`config.mk`:
```
export PLATFORM = sky130hd
export DESIGN_NAME = dm_access_unit
export DESIGN_NICKNAME = d
export VERILOG_FILES = /design/src/rtl/dm_pkg.sv /design/src/rtl/dm_lane_shifter.sv /design/src/rtl/dm_access_unit.sv
export SDC_FILE = /design/constraint.sdc
export NUM_CORES = 1
export LEC_CHECK = 0
export BUFFER_PORTS_ARGS = -buffer_cell sky130_fd_sc_hd__buf_2
export CAP_MARGIN = 0
export CORE_MARGIN = 4
export CORE_UTILIZATION = 40
export CTS_BUF_LIST = sky130_fd_sc_hd__clkbuf_4 sky130_fd_sc_hd__clkbuf_8
export DETAILED_ROUTE_END_ITERATION = 6
export MAX_ROUTING_LAYER = met4
export SETUP_SLACK_MARGIN = 0.3
export SLEW_MARGIN = 40
export SYNTH_ARGS = -nofsm -noshare
export SYNTH_HDL_FRONTEND = slang
export SYNTH_HIERARCHICAL = 1
export SYNTH_SLANG_ARGS = --single-unit
```
`constraint.sdc`:
```
create_clock -name clk -period 4.7 [get_ports clk]
set_input_delay 0.47 -clock clk [delete_from_list [all_inputs] [get_ports clk]]
set_output_delay 0.47 -clock clk [all_outputs]
set_load 0.05 [all_outputs]
```
`src/rtl/dm_pkg.sv`:
```
// Shared types and helpers for the data-memory access unit.
// Split support in dm_access_unit is selected with DM_SPLIT_UNALIGNED_EN.
package dm_pkg;

    typedef enum logic [1:0] {
        W_BYTE  = 2'd0,
        W_HALF  = 2'd1,
        W_WORD  = 2'd2,
        W_DWORD = 2'd3
    } width_e;

    typedef enum logic [1:0] {
        P_NONE  = 2'd0,
        P_LEFT  = 2'd1,
        P_RIGHT = 2'd2
    } part_e;

    typedef logic [2:0] state_t;

    localparam state_t ST_IDLE   = 3'd0;
    localparam state_t ST_ISSUE0 = 3'd1;
    localparam state_t ST_WAIT0  = 3'd2;
    localparam state_t ST_ISSUE1 = 3'd3;
    localparam state_t ST_WAIT1  = 3'd4;
    localparam state_t ST_RESP   = 3'd5;
    localparam state_t ST_ERR    = 3'd6;

    function automatic logic [7:0] byte_mask(input int n);
        logic [7:0] m;
        for (int i = 0; i < 8; i++) begin
            m[i] = (i < n);
        end
        return m;
    endfunction

endpackage

```
`src/rtl/dm_lane_shifter.sv`:
```
// Combinational byte-lane steering: per-beat enables/store data and
// load merge with zero/sign extension.
module dm_lane_shifter
    import dm_pkg::*;
#(
    parameter int DATA_W = 32
) (
    input  logic [$clog2(DATA_W/8)-1:0] off,
    input  logic [1:0]                  width,
    input  logic [1:0]                  part,
    input  logic                        sign,
    input  logic                        beat,
    input  logic [DATA_W-1:0]           wdata,
    input  logic [DATA_W-1:0]           orig,
    input  logic [DATA_W-1:0]           rdata0,
    input  logic [DATA_W-1:0]           rdata1,
    output logic [DATA_W/8-1:0]         be,
    output logic [DATA_W-1:0]           wdata_sh,
    output logic [DATA_W-1:0]           load_data
);

    localparam int B = DATA_W / 8;

    int                o;
    int                n;
    logic [7:0]        nmask;
    logic [DATA_W-1:0] ones;
    logic [DATA_W-1:0] data;
    logic              msb;

    always_comb begin
        o         = int'(off);
        n         = 1 << width;
        nmask     = byte_mask(n);
        ones      = '1;
        be        = '0;
        wdata_sh  = '0;
        load_data = '0;
        data      = '0;
        msb       = 1'b0;
        if (part == P_LEFT) begin
            for (int i = 0; i < B; i++) be[i] = (i <= o);
            wdata_sh  = wdata >> ((B - 1 - o) * 8);
            load_data = (rdata0 << ((B - 1 - o) * 8)) | (orig & ~(ones << ((B - 1 - o) * 8)));
        end else if (part == P_RIGHT) begin
            for (int i = 0; i < B; i++) be[i] = (i >= o);
            wdata_sh  = wdata << (o * 8);
            load_data = (rdata0 >> (o * 8)) | (orig & ~(ones >> (o * 8)));
        end else begin
            if (beat) begin
                for (int i = 0; i < B; i++) be[i] = (i < o + n - B);
                wdata_sh = wdata >> ((B - o) * 8);
            end else begin
                for (int i = 0; i < B; i++) be[i] = (i >= o) && (i < o + n);
                wdata_sh = wdata << (o * 8);
            end
            // Beat 1 bytes land above beat 0's upper lanes; for single-beat
            // accesses they sit beyond n bytes and are dropped by the mask.
            data = (rdata0 >> (o * 8)) | (rdata1 << ((B - o) * 8));
            for (int i = 0; i < B; i++) begin
                if (i == n - 1) msb = data[8*i+7];
            end
            for (int i = 0; i < B; i++) begin
                if (nmask[i]) load_data[8*i +: 8] = data[8*i +: 8];
                else          load_data[8*i +: 8] = {8{sign & msb}};
            end
        end
    end

endmodule

```
`src/rtl/dm_access_unit.sv`:
```
// Sequential load/store unit driving an addr_ok/data_ok bus, one beat at a time.
// Define DM_SPLIT_UNALIGNED_EN to split beat-crossing misaligned accesses.
module dm_access_unit
    import dm_pkg::*;
#(
    parameter int DATA_W = 32,
    parameter int ADDR_W = 32
) (
    input  logic                clk,
    input  logic                reset,
    input  logic                req_valid,
    output logic                req_ready,
    input  logic                req_write,
    input  logic [1:0]          req_width,
    input  logic                req_sign,
    input  logic [1:0]          req_part,
    input  logic [ADDR_W-1:0]   req_addr,
    input  logic [DATA_W-1:0]   req_wdata,
    input  logic [DATA_W-1:0]   req_orig,
    output logic                bus_req,
    output logic                bus_wr,
    output logic [ADDR_W-1:0]   bus_addr,
    output logic [DATA_W/8-1:0] bus_be,
    output logic [DATA_W-1:0]   bus_wdata,
    input  logic                bus_addr_ok,
    input  logic                bus_data_ok,
    input  logic [DATA_W-1:0]   bus_rdata,
    output logic                resp_valid,
    output logic [DATA_W-1:0]   resp_data,
    output logic                resp_addr_err
);

    localparam int B     = DATA_W / 8;
    localparam int OFF_W = $clog2(B);

    state_t             state;
    state_t             state_nxt;
    logic               r_write;
    logic               r_sign;
    logic [1:0]         r_width;
    logic [1:0]         r_part;
    logic [ADDR_W-1:0]  r_addr;
    logic [DATA_W-1:0]  r_wdata;
    logic [DATA_W-1:0]  r_orig;
    logic [DATA_W-1:0]  beat0;
    logic [DATA_W-1:0]  rdata1;
    logic [DATA_W-1:0]  load_data;
    logic [ADDR_W-1:0]  base;
    logic               beat_sel;
    logic               req_illegal;

`ifdef DM_SPLIT_UNALIGNED_EN
    logic [DATA_W-1:0]  beat1;
    logic               crosses;

    assign crosses  = (r_part == P_NONE) && (int'(r_addr[OFF_W-1:0]) + (1 << r_width) > B);
    assign beat_sel = (state == ST_ISSUE1);
    assign rdata1   = beat1;
`else
    int                 req_off;
    int                 req_n;

    assign beat_sel = 1'b0;
    assign rdata1   = '0;
`endif

    // Legality is decided at accept so an illegal request answers one cycle later.
    always_comb begin
        req_illegal = 1'b0;
`ifndef DM_SPLIT_UNALIGNED_EN
        req_off = int'(req_addr[OFF_W-1:0]);
        req_n   = 1 << req_width;
`endif
        if (req_part == 2'd3) begin
            req_illegal = 1'b1;
        end else if (req_part == P_NONE) begin
            if (req_width == W_DWORD && DATA_W == 32) req_illegal = 1'b1;
`ifndef DM_SPLIT_UNALIGNED_EN
            if ((req_off & (req_n - 1)) != 0) req_illegal = 1'b1;
`endif
        end
    end

    always_comb begin
        state_nxt = state;
        case (state)
            ST_IDLE:   if (req_valid) state_nxt = req_illegal ? ST_ERR : ST_ISSUE0;
            ST_ISSUE0: if (bus_addr_ok) state_nxt = ST_WAIT0;
`ifdef DM_SPLIT_UNALIGNED_EN
            ST_WAIT0:  if (bus_data_ok) state_nxt = crosses ? ST_ISSUE1 : ST_RESP;
            ST_ISSUE1: if (bus_addr_ok) state_nxt = ST_WAIT1;
            ST_WAIT1:  if (bus_data_ok) state_nxt = ST_RESP;
`else
            ST_WAIT0:  if (bus_data_ok) state_nxt = ST_RESP;
`endif
            default:   state_nxt = ST_IDLE;
        endcase
    end

    always_ff @(posedge clk) begin
        if (reset) begin
            state <= ST_IDLE;
            beat0 <= '0;
`ifdef DM_SPLIT_UNALIGNED_EN
            beat1 <= '0;
`endif
        end else begin
            state <= state_nxt;
            if (state == ST_WAIT0 && bus_data_ok) beat0 <= bus_rdata;
`ifdef DM_SPLIT_UNALIGNED_EN
            if (state == ST_WAIT1 && bus_data_ok) beat1 <= bus_rdata;
`endif
        end
    end

    always_ff @(posedge clk) begin
        if (state == ST_IDLE && req_valid) begin
            r_write <= req_write;
            r_width <= req_width;
            r_sign  <= req_sign;
            r_part  <= req_part;
            r_addr  <= req_addr;
            r_wdata <= req_wdata;
            r_orig  <= req_orig;
        end
    end

    dm_lane_shifter #(
        .DATA_W (DATA_W)
    ) u_shifter (
        .off       (r_addr[OFF_W-1:0]),
        .width     (r_width),
        .part      (r_part),
        .sign      (r_sign),
        .beat      (beat_sel),
        .wdata     (r_wdata),
        .orig      (r_orig),
        .rdata0    (beat0),
        .rdata1    (rdata1),
        .be        (bus_be),
        .wdata_sh  (bus_wdata),
        .load_data (load_data)
    );

    assign base          = {r_addr[ADDR_W-1:OFF_W], {OFF_W{1'b0}}};
    assign req_ready     = (state == ST_IDLE);
    assign bus_req       = (state == ST_ISSUE0) || beat_sel;
    assign bus_wr        = r_write;
    assign bus_addr      = beat_sel ? base + ADDR_W'(B) : base;
    assign resp_valid    = (state == ST_RESP) || (state == ST_ERR);
    assign resp_addr_err = (state == ST_ERR);
    assign resp_data     = (state == ST_RESP && !r_write) ? load_data : '0;

endmodule

```
=== Yosys cells after proc, flatten, opt, wreduce, memory -nomap -nowiden ===
Cells that the tools add are included.

* Equal/unequal tests: 14
* $add $sub $neg: 5
* Bitwise gates (word level): 9
* Order comparisons: 14
* Reduce and logical (&&, ||, !) cells: 13
* Multiplexer cells: 25
* Shift-type cells: 9

{| class="wikitable"
|+ Operator list
! cell !! count
|-
| 3-bit by 32-bit less-than comparator with 1-bit output (first input constant) || 4
|-
| 32-bit two-way mux || 4
|-
| 32-bit bitwise OR || 3
|-
| 32-bit bitwise AND || 2
|-
| 3-bit by 32-bit == test with 1-bit output (first input constant) || 2
|-
| 1-bit by 32-bit less-than comparator with 1-bit output (first input constant) || 2
|-
| 2-bit by 32-bit less-than comparator with 1-bit output (first input constant) || 2
|-
| 32-bit NOT || 2
|-
| 1-bit by 2-bit left shift with 32-bit output (first input constant) || 2
|-
| 32-bit by 2-bit subtractor with 32-bit output (second input constant) || 2
|-
| 3-bit by 32-bit adder with 32-bit output || 1
|-
| 3-bit by 32-bit bitwise AND with 32-bit output || 1
|-
| 2-bit by 32-bit == test with 1-bit output (first input constant) || 1
|-
| 32-bit logical NOT || 1
|-
| 8-bit two-way mux || 4
|-
| 32-bit nonzero test || 1
|-
| 1-bit by 32-bit left shift with 32-bit output (first input constant) || 1
|-
| 32-bit by 32-bit left shift with 32-bit output || 1
|-
| 32-bit by 32-bit left shift with 32-bit output (first input constant) || 1
|-
| 32-bit by 5-bit left shift with 32-bit output || 1
|-
| 32-bit by 32-bit right shift with 32-bit output || 1
|-
| 32-bit by 5-bit right shift with 32-bit output || 1
|-
| 32-bit by 5-bit right shift with 32-bit output (first input constant) || 1
|-
| 3-bit two-way mux || 4
|-
| 23 further kinds || 44
|}

* Register bits: 137
* Output and inout bits: 105
* Input bits: 139
* Word-level logic and storage cells: 98

=== Logic depth before layout (Yosys ltp) ===
* Word-level depth: 14
* Depth in mapped cells: 14
* Gate-level depth less buffers: 12

=== Modules after synthesis ===
The synthesis kept the hierarchy.

{| class="wikitable"
|+ By module, submodules not included
! module !! instances !! area an instance (um^2) !! cells each
|-
| dm_access_unit || 1 || 4893.4 || 341
|-
| dm_lane_shifter || 1 || 4340.4 || 578
|}

=== Worst setup path before layout ===
No wires, ideal clock.

* Path kind: flip-flop to flip-flop
* Start point: register state[1]
* End point: register r_write (netlist: bus_wr), enable pin
* Data required time: 4.228 ns
* Cell stages (with the launch flop): 3
* Buffers on the path: 0
* Setup slack: 0.215 ns
* Setup time: 0.472 ns
* Clock period less this slack: 4.485 ns
* Arrival time: 4.013 ns
* Cells stage by stage: dfxtp_1 nor3_1 and2_1

* Cells in the longest elaborated chain, start to end: 2

{| class="wikitable"
|+ RTL lines
! item !! RTL line !! source
|-
| start, declared || dm_access_unit.sv:36 || <nowiki>state_t state;</nowiki>
|-
| start signal, assigned || dm_access_unit.sv:108 || <nowiki>state <= state_nxt;</nowiki>
|-
| 3-bit logical NOT || -- ||
|-
| net req_ready || dm_access_unit.sv:12 || <nowiki>output logic req_ready,</nowiki>
|-
| 1-bit logical AND || dm_access_unit.sv:117 || <nowiki>if (state == ST_IDLE && req_valid) begin</nowiki>
|-
| end signal, assigned || dm_access_unit.sv:118 || <nowiki>r_write <= req_write;</nowiki>
|-
| end, declared || dm_access_unit.sv:38 || <nowiki>logic r_write;</nowiki>
|}

The timed path passes the listed nets, and every way through them passes these cells.
A chain may end at the register's enable or synchronous reset.

=== Worst setup path after layout ===
* Start point: register r_addr[1]
* End point: output resp_data[16]

* Cells in the longest elaborated chain, start to end: 14
* Elaborated cells on any way between the ends: 25
* Those cells by class: add/sub: 2; shift: 5; mux: 10; bitwise: 8

{| class="wikitable"
|+ RTL lines
! item !! RTL line !! source
|-
| start, declared || dm_access_unit.sv:42 || <nowiki>logic [ADDR_W-1:0] r_addr;</nowiki>
|-
| start signal, assigned || dm_access_unit.sv:122 || <nowiki>r_addr <= req_addr;</nowiki>
|-
| 3-bit by 2-bit subtractor with 4-bit output || -- ||
|-
| 1-bit by 32-bit left shift with 32-bit output || dm_lane_shifter.sv:59 || <nowiki>data = (rdata0 >> (o * 8)) | (rdata1 << ((B - o) * 8));</nowiki>
|-
| 32-bit bitwise OR || dm_lane_shifter.sv:59 ||
|-
| 1-bit two-way mux (4 in a row) || dm_lane_shifter.sv:61 || <nowiki>if (i == n - 1) msb = data[8*i+7];</nowiki>
|-
| 1-bit two-way mux || dm_lane_shifter.sv:45 || <nowiki>end else if (part == P_RIGHT) begin</nowiki>
|-
| 1-bit two-way mux || dm_lane_shifter.sv:41 || <nowiki>if (part == P_LEFT) begin</nowiki>
|-
| 1-bit bitwise AND || dm_lane_shifter.sv:65 || <nowiki>else load_data[8*i +: 8] = {8{sign & msb}};</nowiki>
|-
| 8-bit two-way mux || dm_lane_shifter.sv:64 || <nowiki>if (nmask[i]) load_data[8*i +: 8] = data[8*i +: 8];</nowiki>
|-
| 32-bit two-way mux || dm_lane_shifter.sv:45 ||
|-
| 32-bit two-way mux (*) || dm_lane_shifter.sv:41 ||
|-
| net load_data[16] || dm_access_unit.sv:47 || <nowiki>logic [DATA_W-1:0] load_data;</nowiki>
|-
| 32-bit two-way mux (*) || dm_access_unit.sv:152 || <nowiki>assign resp_data = (state == ST_RESP && !r_write) ? load_data : '0;</nowiki>
|-
| end, declared || dm_access_unit.sv:29 || <nowiki>output logic [DATA_W-1:0] resp_data,</nowiki>
|}

The timed path passes the listed nets; every way through them passes the cells marked *. The select of a mux whose other input is x is not followed.

==> impl_metrics.json <==
{
  "crit_start": "r_addr[1]",
  "ys_ff_latch": 137,
  "start_util_pct": 40.8,
  "stdcell_count": 1462,
  "syn_to_final_growth_pct": 19.1,
  "grt-ovfl-total": 0,
  "status": "complete, but fails checks",
  "vias": 8346,
  "hp-start": "req_addr[3]",
  "grt_pass1_wl_um": 47400,
  "rows": 55,
  "grt_pass1_vias": 8219,
  "clock_path_buffers": 2,
  "vias_per_cell": 5.71,
  "async_flop_share_pct": 0,
  "cts_buffers": 17,
  "min_path_type": "in -> reg",
  "max_stage_delay_ns": 0.54,
  "ys_seq_area_share_pct": 40.8,
  "drive_gt1_share_pct": 30.3,
  "finalSetupViolCount": 0,
  "post_drt_wl_per_cell_um": 21.3,
  "final.setup_skew_ns": 0.0184,
  "fin_crit_ns": 3.79,
  "whs_ns": 0.167,
  "numPortBuffers": 241,
  "drc_errors": 0,
  "cts.sinks": 137,
  "grt_use_total_pct": 24.2,
  "wirelength_um": 31200,
  "hpwlAfterDp_um": 22200,
  "cts_hold_buf": 0,
  "ant_nets": 0,
  "synth_edf_count": 102,
  "power.leakage_nw": 4.59,
  "end_kind": "output port",
  "fmax_mhz": 264,
  "critPathKind": "reg -> out",
  "crit_required_ns": 4.23,
  "slew_viol_final": 11,
  "violations": "max-slew violations",
  "clkLatencyLatePin_ns": 0.47,
  "coreArea_sq_um": 22600,
  "drt-pass1-iter-count": 5,
  "cts_resized": 0,
  "regToRegStartpoint": "state[2]",
  "postSynthCellCount": 919,
  "synth_area_per_cell_sq_um": 10.0,
  "cts_tree": "done",
  "antenna_found_initial": 1,
  "final_nets": 1311,
  "fin_util_pct": 48.6,
  "io_pins": 244,
  "yosys_warnings": 6,
  "period_share_pct": 80.7,
  "cts_max_level": 4,
  "die_area_sq_um": 25600,
  "cp.arrival_ns": 3.32,
  "drt_iter0_markers": 845,
  "synth_cell_type_count": 66,
  "path_delay_family": "compound AO/OA/AOI/OAI gates",
  "die-width_um": 160,
  "post_cts_buffers": 0,
  "grt_max_degree": 58,
  "crit_fanout": 37,
  "crit_chain": "buf_4 > mux4_2 > o211a_1 > a311oi_4 > buf_6 > a221oi_1 > and2_1 > buf_2",
  "tightest_slew_ns": 1.50,
  "slew_headroom_pct": -1.10,
  "power.density_nw_per_um2": 351,
  "hold_violations": 0,
  "finalSetupTns_ns": 0,
  "cp_slowest_cell": "a311oi_4",
  "vdd_drop_max_mv": 0.276,
  "design_power_total_mw": 3.86,
  "root_buffer": "clkbuf_8",
  "rsz0062_at_grt": "false",
  "maxCapViolations": 0,
  "place_inst": 1429,
  "clkSlewWorstSetupHoldPaths_ns": 0.11,
  "gp_congestion": 0.911,
  "die-height_um": 160,
  "cp-start-kind": "flip-flop",
  "cp_num_buf_inv": 3,
  "synth-main-ff-cell": "edfxtp_1",
  "synth_area_sq_um": 9230
}
## cells in the mapped netlist, types with 13 or more instances
cell       instances  area, sq um
o21ai_0           30          150
o2bb2ai_1         16          140
mux2i_1           95          951
buf_4             35          263
a221o_1           13          130
nor2_1            19         71.3
nand2_1          104          390
nor3_1            15         75.1
clkbuf_1          31          116
and2_1            41          257
a221oi_1          32          280
o22ai_1           17          106
buf_2             23          115
a211oi_1          21          158
a22oi_1           22          165
mux2_2            37          417
edfxtp_1         102         3060
dfxtp_1           35          701
a21oi_1           63          315
## kinds of logic after synthesis
family | Yosys count | synth area share [%]
AOI/OAI and AO/OA | 277 | 21.7
and+or+nand+nor | 239 | 13.1
DFF | 137 | 40.8
muxes | 133 | 15.1
buffers and inverters | 120 | 7.94
adders and majority gates | 9 | 1.22
other | 2 | 0.0813
xor gates and xnor gates | 2 | 0.190
## layout by cell type (no fill, tap or decap), types with 4 or more instances in the layout
cell type / instances
clkbuf_8: 17
buf_4: 22
o22ai_1: 17
inv_6: 6
nor3_1: 13
edfxtp_1: 102
a21o_1: 8
buf_2: 241
o21ai_0: 30
a211oi_1: 21
clkinv_1: 4
inv_8: 5
mux2_2: 37
a221oi_1: 32
and2_1: 40
conb_1: 70
ha_1: 9
o31a_1: 7
a21oi_1: 62
dfxtp_1: 35
o2bb2ai_1: 16
nand3_1: 11
inv_1: 10
mux2i_1: 95
nor2_1: 19
a22o_1: 7
nor4_1: 8
o31ai_1: 11
nor2b_1: 9
a22oi_1: 22
nand2_1: 104
a221o_1: 13
a32oi_1: 8
nand2b_1: 4
nand3b_1: 10
## flip-flops by register name, summed over array words and instances, names as in the netlist
register / flops
beat0: 32
bus_wr: 1
r_addr: 32
r_orig: 32
r_part: 2
r_sign: 1
r_wdata: 32
r_width: 2
state: 3
## final cells by class
cell class	instances	area, sq um
diodes	1	2.50
clock buffers	17	234
clock inverters	15	146
fillers	2218	11600
inverters	13	48.8
multi-input cells	730	5060
flip-flops and latches	137	3760
well taps	285	357
repair buffers	264	1380
## through the flow
step                area (sq um)  setup slack [ns]
floorplan                   9490             0.477
global placement           10600              1.28
detailed placement         10600              1.44
CTS                        11000             0.913
global route               11000             0.709
finish                     11000             0.909
## layer usage
layer / track usage, % / vias up / part of all wire [%]
met5: - / - / 0
met4: 7.70 / 0 / 2.4
met3: 5.39 / 61 / 8.2
met2: 35.2 / 386 / 44
met1: 33.7 / 3983 / 45
li1: - / 3916 / -
## power by group
| group | leakage (nW) | internal, mW | switching, mW |
|---|---|---|---|
| Combinational | 3.14 | 0.427 | 0.930 |
| Clock | 0.196 | 0.397 | 0.584 |
| Sequential | 1.26 | 1.43 | 0.0908 |
## worst reg2reg max path, cell delays in order (launching register included)
cell	delay, ns
dfxtp_1	0.42
nor3_1	0.28
and2_4	0.49
buf_4	0.55
## path summary, 6_finish.rpt
| check | endpoint | slack, ns | depth (start not counted) |
|---|---|---|---|
| hold / removal | r_addr[3] | 0.17 | 1 |
| setup / recovery | resp_data[16] | 0.91 | 8 |
| setup reg to reg | r_wdata[6] | 2.59 | 3 |
| hold reg to reg | beat0[12] | 0.51 | 2 |
Power figures use the tool's default switching activity.
